<file path="config.mk">
export PLATFORM = sky130hd
export DESIGN_NAME = uart_response_arbiter_flat
export DESIGN_NICKNAME = d
export VERILOG_FILES = /design/src/rtl/uart_proto_pkg.sv /design/src/rtl/uart_response_arbiter_if.sv /design/src/rtl/uart_response_arbiter_stall_watchdog.sv /design/src/rtl/uart_response_arbiter.sv /design/src/flat_wrapper.sv
export SDC_FILE = /design/constraint.sdc
export NUM_CORES = 1
export LEC_CHECK = 0
export CORE_MARGIN = 1.5
export CORE_UTILIZATION = 51
export DETAILED_ROUTE_END_ITERATION = 8
export PLACE_DENSITY = 0.78
export SETUP_SLACK_MARGIN = 0.1
export SLEW_MARGIN = 20
export SYNTH_ARGS = -nofsm -noshare
export SYNTH_HDL_FRONTEND = slang
export SYNTH_SLANG_ARGS = --single-unit
export TNS_END_PERCENT = 20
</file>
<file path="constraint.sdc">
create_clock -name clk -period 2.2 [get_ports clk]
set_input_delay 0.44 -clock clk [delete_from_list [all_inputs] [get_ports clk]]
set_output_delay 0.44 -clock clk [all_outputs]
set_load 0.005 [all_outputs]
</file>
<file path="src/rtl/uart_proto_pkg.sv">
// uart_proto_pkg: shared FSM states, tag/abort defaults and grant encodings for the UART handler
package uart_proto_pkg;
  typedef enum logic [1:0] {ST_IDLE, ST_HDR, ST_DATA, ST_ABORT} state_t;
  localparam logic [7:0] ASC_TAG_DEF    = 8'h61;
  localparam logic [7:0] STL_TAG_DEF    = 8'h73;
  localparam logic [7:0] ABORT_BYTE_DEF = 8'h21;
  localparam logic [1:0] GRANT_NONE = 2'b00;
  localparam logic [1:0] GRANT_ASC  = 2'b01;
  localparam logic [1:0] GRANT_STL  = 2'b10;
endpackage

</file>
<file path="src/rtl/uart_response_arbiter_if.sv">
// uart_response_arbiter_if: ASC/STL response streams, UART tx stream and arbiter status
interface uart_response_arbiter_if;
  logic       asc_valid, asc_ready, asc_last;
  logic [7:0] asc_data;
  logic       stl_valid, stl_ready, stl_last;
  logic [7:0] stl_data;
  logic       tx_valid, tx_ready;
  logic [7:0] tx_data;
  logic [1:0] grant;
  logic [7:0] abort_count;
  modport master (
    input  asc_valid, asc_data, asc_last, stl_valid, stl_data, stl_last, tx_ready,
    output asc_ready, stl_ready, tx_valid, tx_data, grant, abort_count
  );
  modport slave (
    output asc_valid, asc_data, asc_last, stl_valid, stl_data, stl_last, tx_ready,
    input  asc_ready, stl_ready, tx_valid, tx_data, grant, abort_count
  );
endinterface

</file>
<file path="src/rtl/uart_response_arbiter_stall_watchdog.sv">
// stall_watchdog: saturating idle counter that flags a stalled packet source
module stall_watchdog #(
  parameter int TIMEOUT = 8
) (
  input  logic clk,
  input  logic n_reset,
  input  logic clr,
  input  logic en,
  output logic expired
);
  localparam int W = $clog2(TIMEOUT + 1);
  localparam logic [W-1:0] MAX = W'(TIMEOUT);
  logic [W-1:0] cnt_q, cnt_d;
  assign expired = cnt_q == MAX;
  always_comb cnt_d = clr ? '0 : (en && !expired) ? cnt_q + 1'b1 : cnt_q;
  always_ff @(posedge clk or negedge n_reset)
    if (!n_reset) cnt_q <= '0;
    else cnt_q <= cnt_d;
endmodule

</file>
<file path="src/rtl/uart_response_arbiter.sv">
// uart_response_arbiter: round-robin, tag-prefixed packet mux of ASC/STL responses onto the UART tx path
module uart_response_arbiter
  import uart_proto_pkg::*;
#(
  parameter logic [7:0] ASC_TAG        = ASC_TAG_DEF,
  parameter logic [7:0] STL_TAG        = STL_TAG_DEF,
  parameter logic [7:0] ABORT_BYTE     = ABORT_BYTE_DEF,
  parameter int         TIMEOUT_CYCLES = 1_000_000
) (
  input logic clk,
  input logic n_reset,
  uart_response_arbiter_if.master bus
);
  state_t     state_q, state_d;
  logic [1:0] grant_q, grant_d;
  logic       last_stl_q, last_stl_d;
  logic       tx_valid_q, tx_valid_d;
  logic [7:0] tx_data_q, tx_data_d;
  logic [7:0] abort_q, abort_d;
  logic       tx_free, sel_asc, src_valid, src_last, hs, pick_asc, expired;
  logic [7:0] src_data;
  assign tx_free   = !tx_valid_q || bus.tx_ready;
  assign sel_asc   = grant_q == GRANT_ASC;
  assign src_valid = sel_asc ? bus.asc_valid : bus.stl_valid;
  assign src_last  = sel_asc ? bus.asc_last : bus.stl_last;
  assign src_data  = sel_asc ? bus.asc_data : bus.stl_data;
  assign hs        = state_q == ST_DATA && tx_free && src_valid;
  // ties go to whichever source was not served last
  assign pick_asc  = bus.asc_valid && (!bus.stl_valid || last_stl_q);
  assign bus.asc_ready   = state_q == ST_DATA && sel_asc && tx_free;
  assign bus.stl_ready   = state_q == ST_DATA && grant_q == GRANT_STL && tx_free;
  assign bus.tx_valid    = tx_valid_q;
  assign bus.tx_data     = tx_data_q;
  assign bus.grant       = grant_q;
  assign bus.abort_count = abort_q;
  stall_watchdog #(.TIMEOUT(TIMEOUT_CYCLES)) u_wdog (
    .clk     (clk),
    .n_reset (n_reset),
    .clr     (state_q != ST_DATA || hs),
    .en      (state_q == ST_DATA && !src_valid),
    .expired (expired)
  );
  always_comb begin
    state_d    = state_q;
    grant_d    = grant_q;
    last_stl_d = last_stl_q;
    tx_valid_d = tx_valid_q && !bus.tx_ready;
    tx_data_d  = tx_data_q;
    abort_d    = abort_q;
    case (state_q)
      ST_IDLE: if (bus.asc_valid || bus.stl_valid) begin
        grant_d = pick_asc ? GRANT_ASC : GRANT_STL;
        state_d = ST_HDR;
      end
      ST_HDR: if (tx_free) begin
        tx_valid_d = 1'b1;
        tx_data_d  = sel_asc ? ASC_TAG : STL_TAG;
        state_d    = ST_DATA;
      end
      ST_DATA: if (hs) begin
        tx_valid_d = 1'b1;
        tx_data_d  = src_data;
        if (src_last) begin
          state_d    = ST_IDLE;
          grant_d    = GRANT_NONE;
          last_stl_d = !sel_asc;
        end
      end else if (expired) state_d = ST_ABORT;
      ST_ABORT: if (tx_free) begin
        tx_valid_d = 1'b1;
        tx_data_d  = ABORT_BYTE;
        abort_d    = abort_q == 8'hff ? abort_q : abort_q + 8'd1;
        last_stl_d = !sel_asc;
        grant_d    = GRANT_NONE;
        state_d    = ST_IDLE;
      end
      default: state_d = ST_IDLE;
    endcase
  end
  always_ff @(posedge clk or negedge n_reset)
    if (!n_reset) begin
      state_q    <= ST_IDLE;
      grant_q    <= GRANT_NONE;
      last_stl_q <= 1'b1;
      tx_valid_q <= 1'b0;
      tx_data_q  <= '0;
      abort_q    <= '0;
    end else begin
      state_q    <= state_d;
      grant_q    <= grant_d;
      last_stl_q <= last_stl_d;
      tx_valid_q <= tx_valid_d;
      tx_data_q  <= tx_data_d;
      abort_q    <= abort_d;
    end
endmodule
</file>
<file path="src/flat_wrapper.sv">
// flat-port wrapper written by rule: the top's interface ports become plain ports
module uart_response_arbiter_flat import uart_proto_pkg::*;
#(
  parameter logic [7:0] ASC_TAG        = ASC_TAG_DEF,
  parameter logic [7:0] STL_TAG        = STL_TAG_DEF,
  parameter logic [7:0] ABORT_BYTE     = ABORT_BYTE_DEF,
  parameter int         TIMEOUT_CYCLES = 1_000_000
)
  (clk, n_reset, bus_asc_valid, bus_asc_data, bus_asc_last, bus_stl_valid, bus_stl_data, bus_stl_last, bus_tx_ready, bus_asc_ready, bus_stl_ready, bus_tx_valid, bus_tx_data, bus_grant, bus_abort_count);
  uart_response_arbiter_if bus_i ();
  input logic clk;
  input logic n_reset;
  input wire logic [$bits(bus_i.asc_valid)-1:0] bus_asc_valid;
  input wire logic [$bits(bus_i.asc_data)-1:0] bus_asc_data;
  input wire logic [$bits(bus_i.asc_last)-1:0] bus_asc_last;
  input wire logic [$bits(bus_i.stl_valid)-1:0] bus_stl_valid;
  input wire logic [$bits(bus_i.stl_data)-1:0] bus_stl_data;
  input wire logic [$bits(bus_i.stl_last)-1:0] bus_stl_last;
  input wire logic [$bits(bus_i.tx_ready)-1:0] bus_tx_ready;
  output wire logic [$bits(bus_i.asc_ready)-1:0] bus_asc_ready;
  output wire logic [$bits(bus_i.stl_ready)-1:0] bus_stl_ready;
  output wire logic [$bits(bus_i.tx_valid)-1:0] bus_tx_valid;
  output wire logic [$bits(bus_i.tx_data)-1:0] bus_tx_data;
  output wire logic [$bits(bus_i.grant)-1:0] bus_grant;
  output wire logic [$bits(bus_i.abort_count)-1:0] bus_abort_count;
  assign bus_i.asc_valid = bus_asc_valid;
  assign bus_i.asc_data = bus_asc_data;
  assign bus_i.asc_last = bus_asc_last;
  assign bus_i.stl_valid = bus_stl_valid;
  assign bus_i.stl_data = bus_stl_data;
  assign bus_i.stl_last = bus_stl_last;
  assign bus_i.tx_ready = bus_tx_ready;
  assign bus_asc_ready = bus_i.asc_ready;
  assign bus_stl_ready = bus_i.stl_ready;
  assign bus_tx_valid = bus_i.tx_valid;
  assign bus_tx_data = bus_i.tx_data;
  assign bus_grant = bus_i.grant;
  assign bus_abort_count = bus_i.abort_count;
  uart_response_arbiter #(.ASC_TAG(ASC_TAG), .STL_TAG(STL_TAG), .ABORT_BYTE(ABORT_BYTE), .TIMEOUT_CYCLES(TIMEOUT_CYCLES)) u_core (.clk(clk), .n_reset(n_reset), .bus(bus_i));
endmodule
</file>
# Yosys cells after proc, flatten, opt, wreduce, memory -nomap -nowiden

Cells that the tools add are included.

Add/sub/neg operators: 2
Equal/unequal tests: 15
Muxes and demuxes: 28
Reduce and logical (&&, ||, !) cells: 31
Bitwise operators: 1

Operators by type and width:

| kind                                                  | count |
|---|---|
| two-way mux 20 bit                                    | 2 |
| two-way mux 8 bit                                     | 4 |
| one-hot mux 8 bit (3 select lines)                    | 1 |
| adder 20 x 1 -> 20 bit, second input constant         | 1 |
| == test 20 bit, second input constant                 | 1 |
| two-way mux 2 bit                                     | 9 |
| logical AND 1 bit                                     | 10 |
| inequality test 2 x 1 -> 1 bit, second input constant | 5 |
| AND reduction 5 bit                                   | 2 |
| adder 8 x 1 -> 8 bit, second input constant           | 1 |
| == test 8 bit, second input constant                  | 1 |
| one-hot mux 2 bit (4 select lines)                    | 1 |
| AND reduction 4 bit                                   | 2 |
| two-way mux 1 bit                                     | 7 |
| == test 2 bit, second input constant                  | 3 |
| zero test 1 bit                                       | 6 |
| inequality test 3 x 2 -> 1 bit, second input constant | 2 |
| one-hot mux 2 bit (3 select lines)                    | 1 |
| nonzero test 3 bit                                    | 2 |
| two-way mux 5 bit                                     | 1 |
| == test 2 x 1 -> 1 bit, second input constant         | 2 |
| logical OR 1 bit                                      | 4 |
| one-hot mux 1 bit (2 select lines)                    | 2 |
| nonzero test 2 bit                                    | 2 |
| other kinds (5)                                       | 5 |

Bits of input ports: 23
Logic and storage cells: 84
Output and inout port bits: 21
Bits in registers: 42

# Logic depth before layout (Yosys ltp)

Gate-level depths: netlist of run 1.

Depth in word-level cells: 7
Depth in mapped cells: 7
Depth with buffers taken out: 7

# Modules after synthesis

From an unflattened synthesis of run 1, not the netlist that was laid out.

Cell total of the unflattened synthesis: 244
Area, all modules: 2461.1 um^2

By module, submodules not included:

| module                | sequential area each (um^2) | cells each | area an instance (um^2) | instances |
|---|---|---|---|---|
| uart_response_arbiter | 551.8                       | 121        | 1282.5                  | 1 |
| stall_watchdog        | 500.5                       | 123        | 1178.6                  | 1 |

# Least setup slack after synthesis of run 1

OpenSTA, ideal clock, no wires.

Kind: register to register
Start: register u_core.abort_q[0], in the netlist u_core.bus.abort_count[0]
End: register u_core.abort_q[1], in the netlist u_core.bus.abort_count[1]
Setup time: 0.125 ns
Clock period less this slack: 1.693 ns
Data required time: 2.075 ns
Path slack: 0.507 ns
Arrival time: 1.568 ns
Stages on the path, launching flop included: 6
Buffers on the path: 0
Path through: dfrtp_1 -> ha_1 -> and3_1 -> and3_1 -> nor2_1 -> mux2_2

Cells in the longest elaborated chain, start to end: 3
Elaborated cells between the ends (all ways): 4
Those cells by class: add/sub (1); eq/ne (1); bitwise (1); reduce/logical (1)

Ends and longest elaborated chain:

| item                                                         | line                        | text |
|---|---|---|
| from (decl)                                                  | uart_response_arbiter.sv:19 | `logic [7:0] abort_q, abort_d;` |
| from (signal assigned)                                       | uart_response_arbiter.sv:94 | `abort_q <= abort_d;` |
| branches (longest 3 deep; another with adder 8 x 1 -> 8 bit) | --                          |  |

Several ways; the timed one is not identified.
A chain may end at the register's enable or synchronous reset.

# Worst setup path in the final report of run 1

Start: input port bus_tx_ready
End: output port bus_stl_ready

Cells in the longest elaborated chain, start to end: 2

Ends and longest elaborated chain:

| item              | line                        | text |
|---|---|---|
| from (decl)       | flat_wrapper.sv:19          | `input wire logic [$bits(bus_i.tx_ready)-1:0] bus_tx_ready;` |
| logical OR 1 bit  | uart_response_arbiter.sv:22 | `assign tx_free = !tx_valid_q \|\| bus.tx_ready;` |
| logical AND 1 bit | uart_response_arbiter.sv:31 | `assign bus.stl_ready = state_q == ST_DATA && grant_q == GRANT_STL && tx_free;` |
| to (decl)         | flat_wrapper.sv:21          | `output wire logic [$bits(bus_i.stl_ready)-1:0] bus_stl_ready;` |

Every way passes these cells.

==> out/summary.log, run 1 <==
INFO  outcome        outcome=completed
INFO  die            placementRows=23
INFO  cells_and_area nets=306
INFO  setup_path     rr_worst_depth=6
INFO  placed_design  numPortBuffers=43
INFO  setup_path     crit_arrival=1.56ns
INFO  drt            ant_nets=0
INFO  die            start_util=0.5476
INFO  grt            grt_max_degree=23
INFO  die            die_width=69.47um
INFO  setup_path     crit_start=bus_tx_ready
INFO  drt            firstDrtPassIters=4
INFO  setup_path     critPathCaptureType=output pin
INFO  logic_synthesis syn_area_per_cell=9.971um^2
INFO  die            dieHeight=69.47um
INFO  cells_and_area post-route-util=0.7063
INFO  logic_synthesis synth_cell_type_count=47
INFO  grt            grt_usage=0.2174
INFO  worst_hold_path worst_hold_path_type=input port to asynchronous set/reset pin
INFO  logic_synthesis synthFlopType=dfrtp_1
INFO  drt            avgViaCountPerCell=5.583
INFO  logic_synthesis synth.cell_area=2253um^2
INFO  drt            dr_total_vias=1,848
INFO  drt            wl_per_cell=14.89um
INFO  sta            max_freq=500.5MHz
INFO  cts            cts.sinks=42
INFO  job            maxCapViolations=0
INFO  logic_synthesis post_synth_inst_count=226
INFO  logic_synthesis sequential_element_share_of_the_synthesized_area=0.4670
INFO  cts            cts_max_level=2
INFO  sta            final_setup_viols=0
INFO  cells_and_area layout_overhead_on_the_synthesized_area=28.98%
INFO  cells_and_area insertedDiodeCount=0
INFO  drt            routed_wirelength=4.928mm
INFO  drt            drt-initial-drc-count=126
INFO  sta            final_min_period_over_clock_period=0.9081
INFO  grt            globalRoute.totalOverflow=0
INFO  placed_design  placement.cell_area=2794um^2
INFO  die            core-area=4115um^2
INFO  grt            antenna_found_initial=0
INFO  logic_synthesis synth_edf_count=0
INFO  sta            max-slew-margin-rel=0.6620
INFO  cts            total_of_hold_buffers_inserted_after_clock_tree_synthesis=0
INFO  power          power_density=1024nW/um^2
INFO  cts            cts-root-to-sink-buffers=2
INFO  setup_path     crit_type=input port to output pin
INFO  cells_and_area post-route-cell-area=2907um^2
INFO  power          total_power=2.977mW
INFO  power          clockPowerShare=0.192
INFO  cts            numCtsBuffers=5
INFO  power          fraction_of_power_consumed_by_combinational_cells=0.438
INFO  cts            ctsRootBufferMaster=clkbuf_8
INFO  grt            grt_pass1_vias=1,826
INFO  cts            post_cts_repair_timing_setup_buffer_count=0
INFO  power          intPower=1.951mW
INFO  logic_synthesis asyncSetResetFlopFracSynth=1.000
INFO  sta            setup_tns=0ns
INFO  power          leakagePower=1.203nW
INFO  power          irDropWorstVdd=0.8353mV
INFO  die            io_pins=44
INFO  setup_path     regToRegStartpoint=u_core.bus.abort_count[0]
INFO  die            fp.dieArea=4826um^2
INFO  drt            post-route-drc-count=0
INFO  cts            ctsResizeCount=3
INFO  cells_and_area finish.cell_count_without_fillers=331
INFO  placed_design  dp_cells=323
INFO  setup_path     timing.critical_path.fanout_max=3
INFO  sta            rsz0062_at_grt=false
INFO  cts            clkTransAtPathRegs=0.07ns
INFO  sta            finalCriticalPeriod=1.998ns
INFO  cells_and_area final_layout_size_suffix_gt1_frac=0.1459
INFO  sta            final_max_slew_viol_count=0
INFO  cells_and_area nFillCells=334
INFO  placed_design  dp_hpwl=3.705mm
INFO  setup_path     crit_path_start_kind=input port
INFO  logic_synthesis mappedNetlistNets=252
INFO  grt            grt_pass1_wl=8.583mm
INFO  logic_synthesis yosys_warnings=0
INFO  setup_path     worst-endpoint-required=1.76ns
INFO  sta            tightestPinTransition=0.5037ns
INFO  cts            clk-insertion-delay-late=0.29ns
INFO  logic_synthesis synthesis_stage_register_bit_count=42
INFO  power          seq_power_share=0.370
INFO  sta            fin_skew=0.007170ns
INFO  cts            tritoncts=built
INFO  power          power.net_switching=1.026mW
INFO  placed_design  routability_congestion_estimate_from_global_placement=0.7928
INFO  sta            finalHoldViolations=0
INFO  power          switching_portion_of_total_power=0.3446
-- final cells by class --
class,instances,area [um^2],share of cell area
tap,50,62.56,0.02152
inverter,7,26.28,0.009040
clock buffer,8,110.1,0.03788
multi-input combinational,171,1145,0.3939
timing repair buffer,53,510.5,0.1756
sequential,42,1052,0.3620
-- final timing paths --
check,end,slack [ns]
min in group clk,u_core.bus.abort_count[6],0.50
worst max-delay path,bus_stl_ready,0.20
worst max register to register,u_core.bus.abort_count[5],0.31
worst min-delay path,u_core.u_wdog.cnt_q[16],0.11
max in group asynchronous,u_core.bus.abort_count[6],1.60
worst min register to register,u_core.bus.abort_count[6],0.50
-- per-layer routing --
metal | up-vias | GRT usage | share of wire
met5 | - | 0 | 0
met2 | 44 | 0.3590 | 0.48
met4 | 0 | 0.06536 | 0.015
li1 | 919 | - | -
met3 | 6 | 0.03343 | 0.041
met1 | 879 | 0.2959 | 0.46
-- cell usage after synthesis, types with 2 or more instances --
| master | number | share of area |
|---|---|---|
| o21ai_0 | 6 | 0.013 |
| a22oi_1 | 2 | 0.0067 |
| o211ai_1 | 3 | 0.010 |
| xor2_1 | 10 | 0.039 |
| o21ai_1 | 2 | 0.0044 |
| and3_1 | 7 | 0.019 |
| o31ai_1 | 3 | 0.010 |
| a21oi_2 | 3 | 0.012 |
| mux2_1 | 2 | 0.010 |
| o22ai_1 | 3 | 0.0083 |
| nor2_1 | 22 | 0.037 |
| ha_1 | 3 | 0.017 |
| inv_1 | 7 | 0.012 |
| mux2_2 | 8 | 0.040 |
| nand4_1 | 9 | 0.025 |
| dfrtp_1 | 41 | 0.46 |
| nor4b_1 | 5 | 0.019 |
| a211oi_1 | 3 | 0.010 |
| mux2i_1 | 3 | 0.013 |
| nor3_1 | 2 | 0.0044 |
| xnor2_1 | 6 | 0.023 |
| a21oi_1 | 7 | 0.016 |
| nand3_1 | 17 | 0.038 |
| nand2_1 | 24 | 0.040 |
| nor2b_1 | 3 | 0.0083 |
| buf_2 | 3 | 0.0067 |
| nand2b_1 | 2 | 0.0056 |
-- registers in the layout, summed over array words and instances (netlist names) --
| register | flops |
|---|---|
| u_core.state_q | 2 |
| u_core.bus.tx_data | 8 |
| u_core.bus.grant | 2 |
| u_core.bus.tx_valid | 1 |
| u_core.u_wdog.cnt_q | 20 |
| u_core.bus.abort_count | 8 |
| u_core.last_stl_q | 1 |
-- metrics by stage --
step                      setup slack (ns)  hold WS [ns]
after floorplan                     0.5068        0.1444
after global placement            -0.05986        0.4277
after detailed placement          -0.05920        0.4354
after CTS                           0.1975        0.1165
after global routing                0.1314        0.1383
final                               0.2021        0.1105
-- layout by cell type, fill, tap and decap left out, drive strengths merged, types with 5 or more instances in the layout --
cell and count:
nand2 24, and3 7, inv 7, nand3 17
buf 11, nand4 9, clkbuf 8, nor2 23
mux2 10, dfrtp 41, a21oi 10, xor2 10
o21ai 9, nor4b 5, clkdlybuf4s50 40, xnor2 6
-- critical path, cell delays in order --
cell	delay (ns)
clkdlybuf4s50_1	0.48
nor2b_1	0.09
nor4b_1	0.28
dlygate4sd2_1	0.27
-- cell families (layout without fill, tap and decap cells) --
| kind of cell | Yosys count | after routing | share of synthesized area |
|---|---|---|---|
| DFF | 42 | 42 | 0.4670 |
| and+or+nand+nor | 102 | 102 | 0.2438 |
| AOI/OAI and AO/OA | 37 | 37 | 0.1199 |
| adders and majority gates | 3 | 3 | 0.01666 |
| xor gates and xnor gates | 16 | 16 | 0.06219 |
| buffers and inverters | 13 | 68 | 0.02720 |
| muxes | 13 | 13 | 0.06330 |
-- power groups by stage --
stage          Combinational, mW  Sequential, mW  Clock (mW)
2_1_floorplan              0.715            1.11           0
3_3_place_gp                1.28            1.11           0
3_5_place_dp                1.32            1.12           0
4_1_cts                     1.32            1.10       0.588
5_1_grt                     1.43            1.13       0.609
6_report                    1.31            1.10       0.571
Note: power is estimated with default switching activity, not from simulation.
==> inputs of run 2 (changes only) <==
--- a/config.mk
+++ b/config.mk
@@ -5,6 +5,7 @@
 export SDC_FILE = /design/constraint.sdc
 export NUM_CORES = 1
 export LEC_CHECK = 0
+export CORE_ASPECT_RATIO = 1.2
 export CORE_MARGIN = 1.5
 export CORE_UTILIZATION = 51
 export DETAILED_ROUTE_END_ITERATION = 8
==> run 2 against run 1 <==
  * Clock power grew 9.5%
  * Fmax up 1.5%
  * Die area about the same
==> out/summary.log, run 2 (synthesis results as in run 1) <==
INFO  outcome        outcome=completed
INFO  cells_and_area largest_register=u_core.u_wdog.cnt_q
INFO  die            placementRows=26
INFO  die            io_pins=44
INFO  cts            clkTransAtPathRegs=0.08ns
INFO  sta            rsz0062_at_grt=false
INFO  placed_design  routability_congestion_estimate_from_global_placement=0.7946
INFO  cts            cts.sinks=42
INFO  cells_and_area nets=309
INFO  setup_path     crit_arrival=1.53ns
INFO  sta            final_max_slew_viol_count=0
INFO  die            fp.dieArea=4828um^2
INFO  job            maxCapViolations=0
INFO  grt            grt_usage=0.2160
INFO  sta            fin_skew=0.007182ns
INFO  cts            tritoncts=built
INFO  grt            globalRoute.totalOverflow=0
INFO  cells_and_area nFillCells=363
INFO  placed_design  placement.cell_area=2811um^2
INFO  setup_path     critical_path.reg2reg.endpoint=u_core.bus.abort_count[7]
INFO  cts            cts-root-to-sink-buffers=2
INFO  cells_and_area insertedDiodeCount=0
INFO  drt            wl_per_cell=15.07um
INFO  sta            tightestPinTransition=0.5291ns
INFO  power          leakagePower=1.208nW
INFO  drt            avgViaCountPerCell=5.556
INFO  sta            max_freq=508.2MHz
INFO  worst_hold_path worst_hold_path_type=input port to asynchronous set/reset pin
INFO  placed_design  dp_hpwl=3.597mm
INFO  die            core-area=4262um^2
INFO  placed_design  dp_cells=332
INFO  cts            ctsRootBufferMaster=clkbuf_8
INFO  cells_and_area most-common-layout-cells=41 x dfrtp_1, 40 x clkdlybuf4s50_1, 24 x nand2_1
INFO  cells_and_area finish.cell_count_without_fillers=340
INFO  drt            routed_wirelength=5.124mm
INFO  cells_and_area largest_register_ff_count=20
INFO  sta            finalCriticalPeriod=1.968ns
INFO  sta            final_min_period_over_clock_period=0.8945
INFO  setup_path     cp_slowest_stage_delay=0.47ns
INFO  grt            grt_pass1_wl=8.100mm
INFO  drt            dr_total_vias=1,889
INFO  setup_path     crit_path_start_kind=input port
INFO  cts            cts_max_level=2
INFO  cts            clk-insertion-delay-late=0.30ns
INFO  setup_path     timing.critical_path.fanout_max=3
INFO  setup_path     crit_type=input port to output pin
INFO  setup_path     regToRegStartpoint=u_core.bus.abort_count[0]
INFO  power          power_density=1034nW/um^2
INFO  setup_path     rr_worst_depth=6
INFO  sta            final_setup_viols=0
INFO  sta            finalHoldViolations=0
INFO  die            die_width=63.68um
INFO  drt            drt-initial-drc-count=53
INFO  setup_path     critPathCaptureType=output pin
INFO  setup_path     worst-endpoint-required=1.76ns
INFO  drt            firstDrtPassIters=4
INFO  grt            grt_max_degree=43
INFO  power          irDropWorstVdd=0.5492mV
INFO  cells_and_area final_layout_size_suffix_gt1_frac=0.1585
INFO  cells_and_area layout_overhead_on_the_synthesized_area=30.09%
INFO  grt            antenna_found_initial=0
INFO  drt            ant_nets=0
INFO  drt            post-route-drc-count=0
INFO  setup_path     timing.reg2reg.setup_slack=0.34ns
INFO  setup_path     crit_chain=clkdlybuf4s50_1 -> nor2b_1 -> nor4b_1 -> dlygate4sd2_1
INFO  setup_path     cpMaxStageDelayCell=clkdlybuf4s50_1
INFO  grt            grt_pass1_vias=1,761
INFO  cells_and_area final_common_cell=dfrtp_1
INFO  die            dieHeight=75.82um
INFO  cts            numCtsBuffers=5
INFO  cells_and_area post-route-cell-area=2932um^2
INFO  sta            max-slew-margin-rel=0.6473
INFO  placed_design  numPortBuffers=43
INFO  die            start_util=0.5288
==> run 2: changes by cell type in the layout (fill, tap and decap cells not counted), sizes merged <==
| cell | delta |
|---|---|
| buf | +3 |
| bufinv | +1 |
| clkbuf | -3 |
| clkinvlp | +2 |
==> run 2: routing by layer <==
layer  global-route usage  vias to the layer above  part of all wire
met3              0.04136                       10             0.030
li1                     -                      928                 -
met1               0.2619                      905              0.44
met5                    0                        -                 0
met2               0.3895                       46              0.52
met4              0.07729                        0             0.014
==> run 2: area by class of cell <==
class / instances / area (um^2) / area share
Tap cell: 56 / 70.07 / 0.02390
Clock inverter: 3 / 45.04 / 0.01536
Multi-Input combinational cell: 171 / 1149 / 0.3918
Timing Repair Buffer: 56 / 520.5 / 0.1776
Clock buffer: 5 / 68.82 / 0.02347
Sequential cell: 42 / 1052 / 0.3589
Inverter: 7 / 26.28 / 0.008963
==> run 2: metrics by stage <==
step	total power, mW	hold WS (ns)	TNS, ns	worst slack [ns]	utilization
after floorplan	1.827	0.1444	0	0.5068	-
after global routing	3.220	0.2413	0	0.1406	0.6879
after detailed placement	2.425	0.4835	-0.05670	-0.05670	0.6597
final	3.031	0.1964	0	0.2321	0.6879
after global placement	2.386	0.4690	-0.04681	-0.04681	0.6597
after CTS	3.050	0.2131	0	0.2310	0.6870
==> run 2: what timing repair did <==
item,in CTS,in global routing
pin swaps,1,0
buffers inserted,0,0
endpoints found under the setup margin,2,4
gates resized for setup,3,1
hold buffers,0,0
gates cloned,0,0
==> run 2: worst max-delay path: cells and delay by family <==
| family | cells | cell delay [ns] |
|---|---|---|
| and+or+nand+nor | 2 | 0.35 |
| buffers and inverters | 2 | 0.74 |
==> run 2: where the power goes <==
part	switching, mW	leakage [nW]	internal [mW]
Sequential	0.144	0.546	0.956
Clock	0.287	0.0504	0.338
Combinational	0.627	0.612	0.679
Total	1.06	1.21	1.97
==> run 2: worst max-delay path by stage <==
stage	startpoint	end	slack (ns)	depth (start not counted)
final	bus_tx_ready	bus_stl_ready	0.23	4
after global routing	bus_tx_ready	bus_stl_ready	0.14	4
after CTS	bus_tx_ready	bus_stl_ready	0.23	4
after detailed placement	bus_tx_ready	bus_stl_ready	-0.06	4
after global placement	bus_tx_ready	bus_stl_ready	-0.05	4
after floorplan	u_core.bus.abort_count[0]	u_core.bus.abort_count[1]	0.51	5
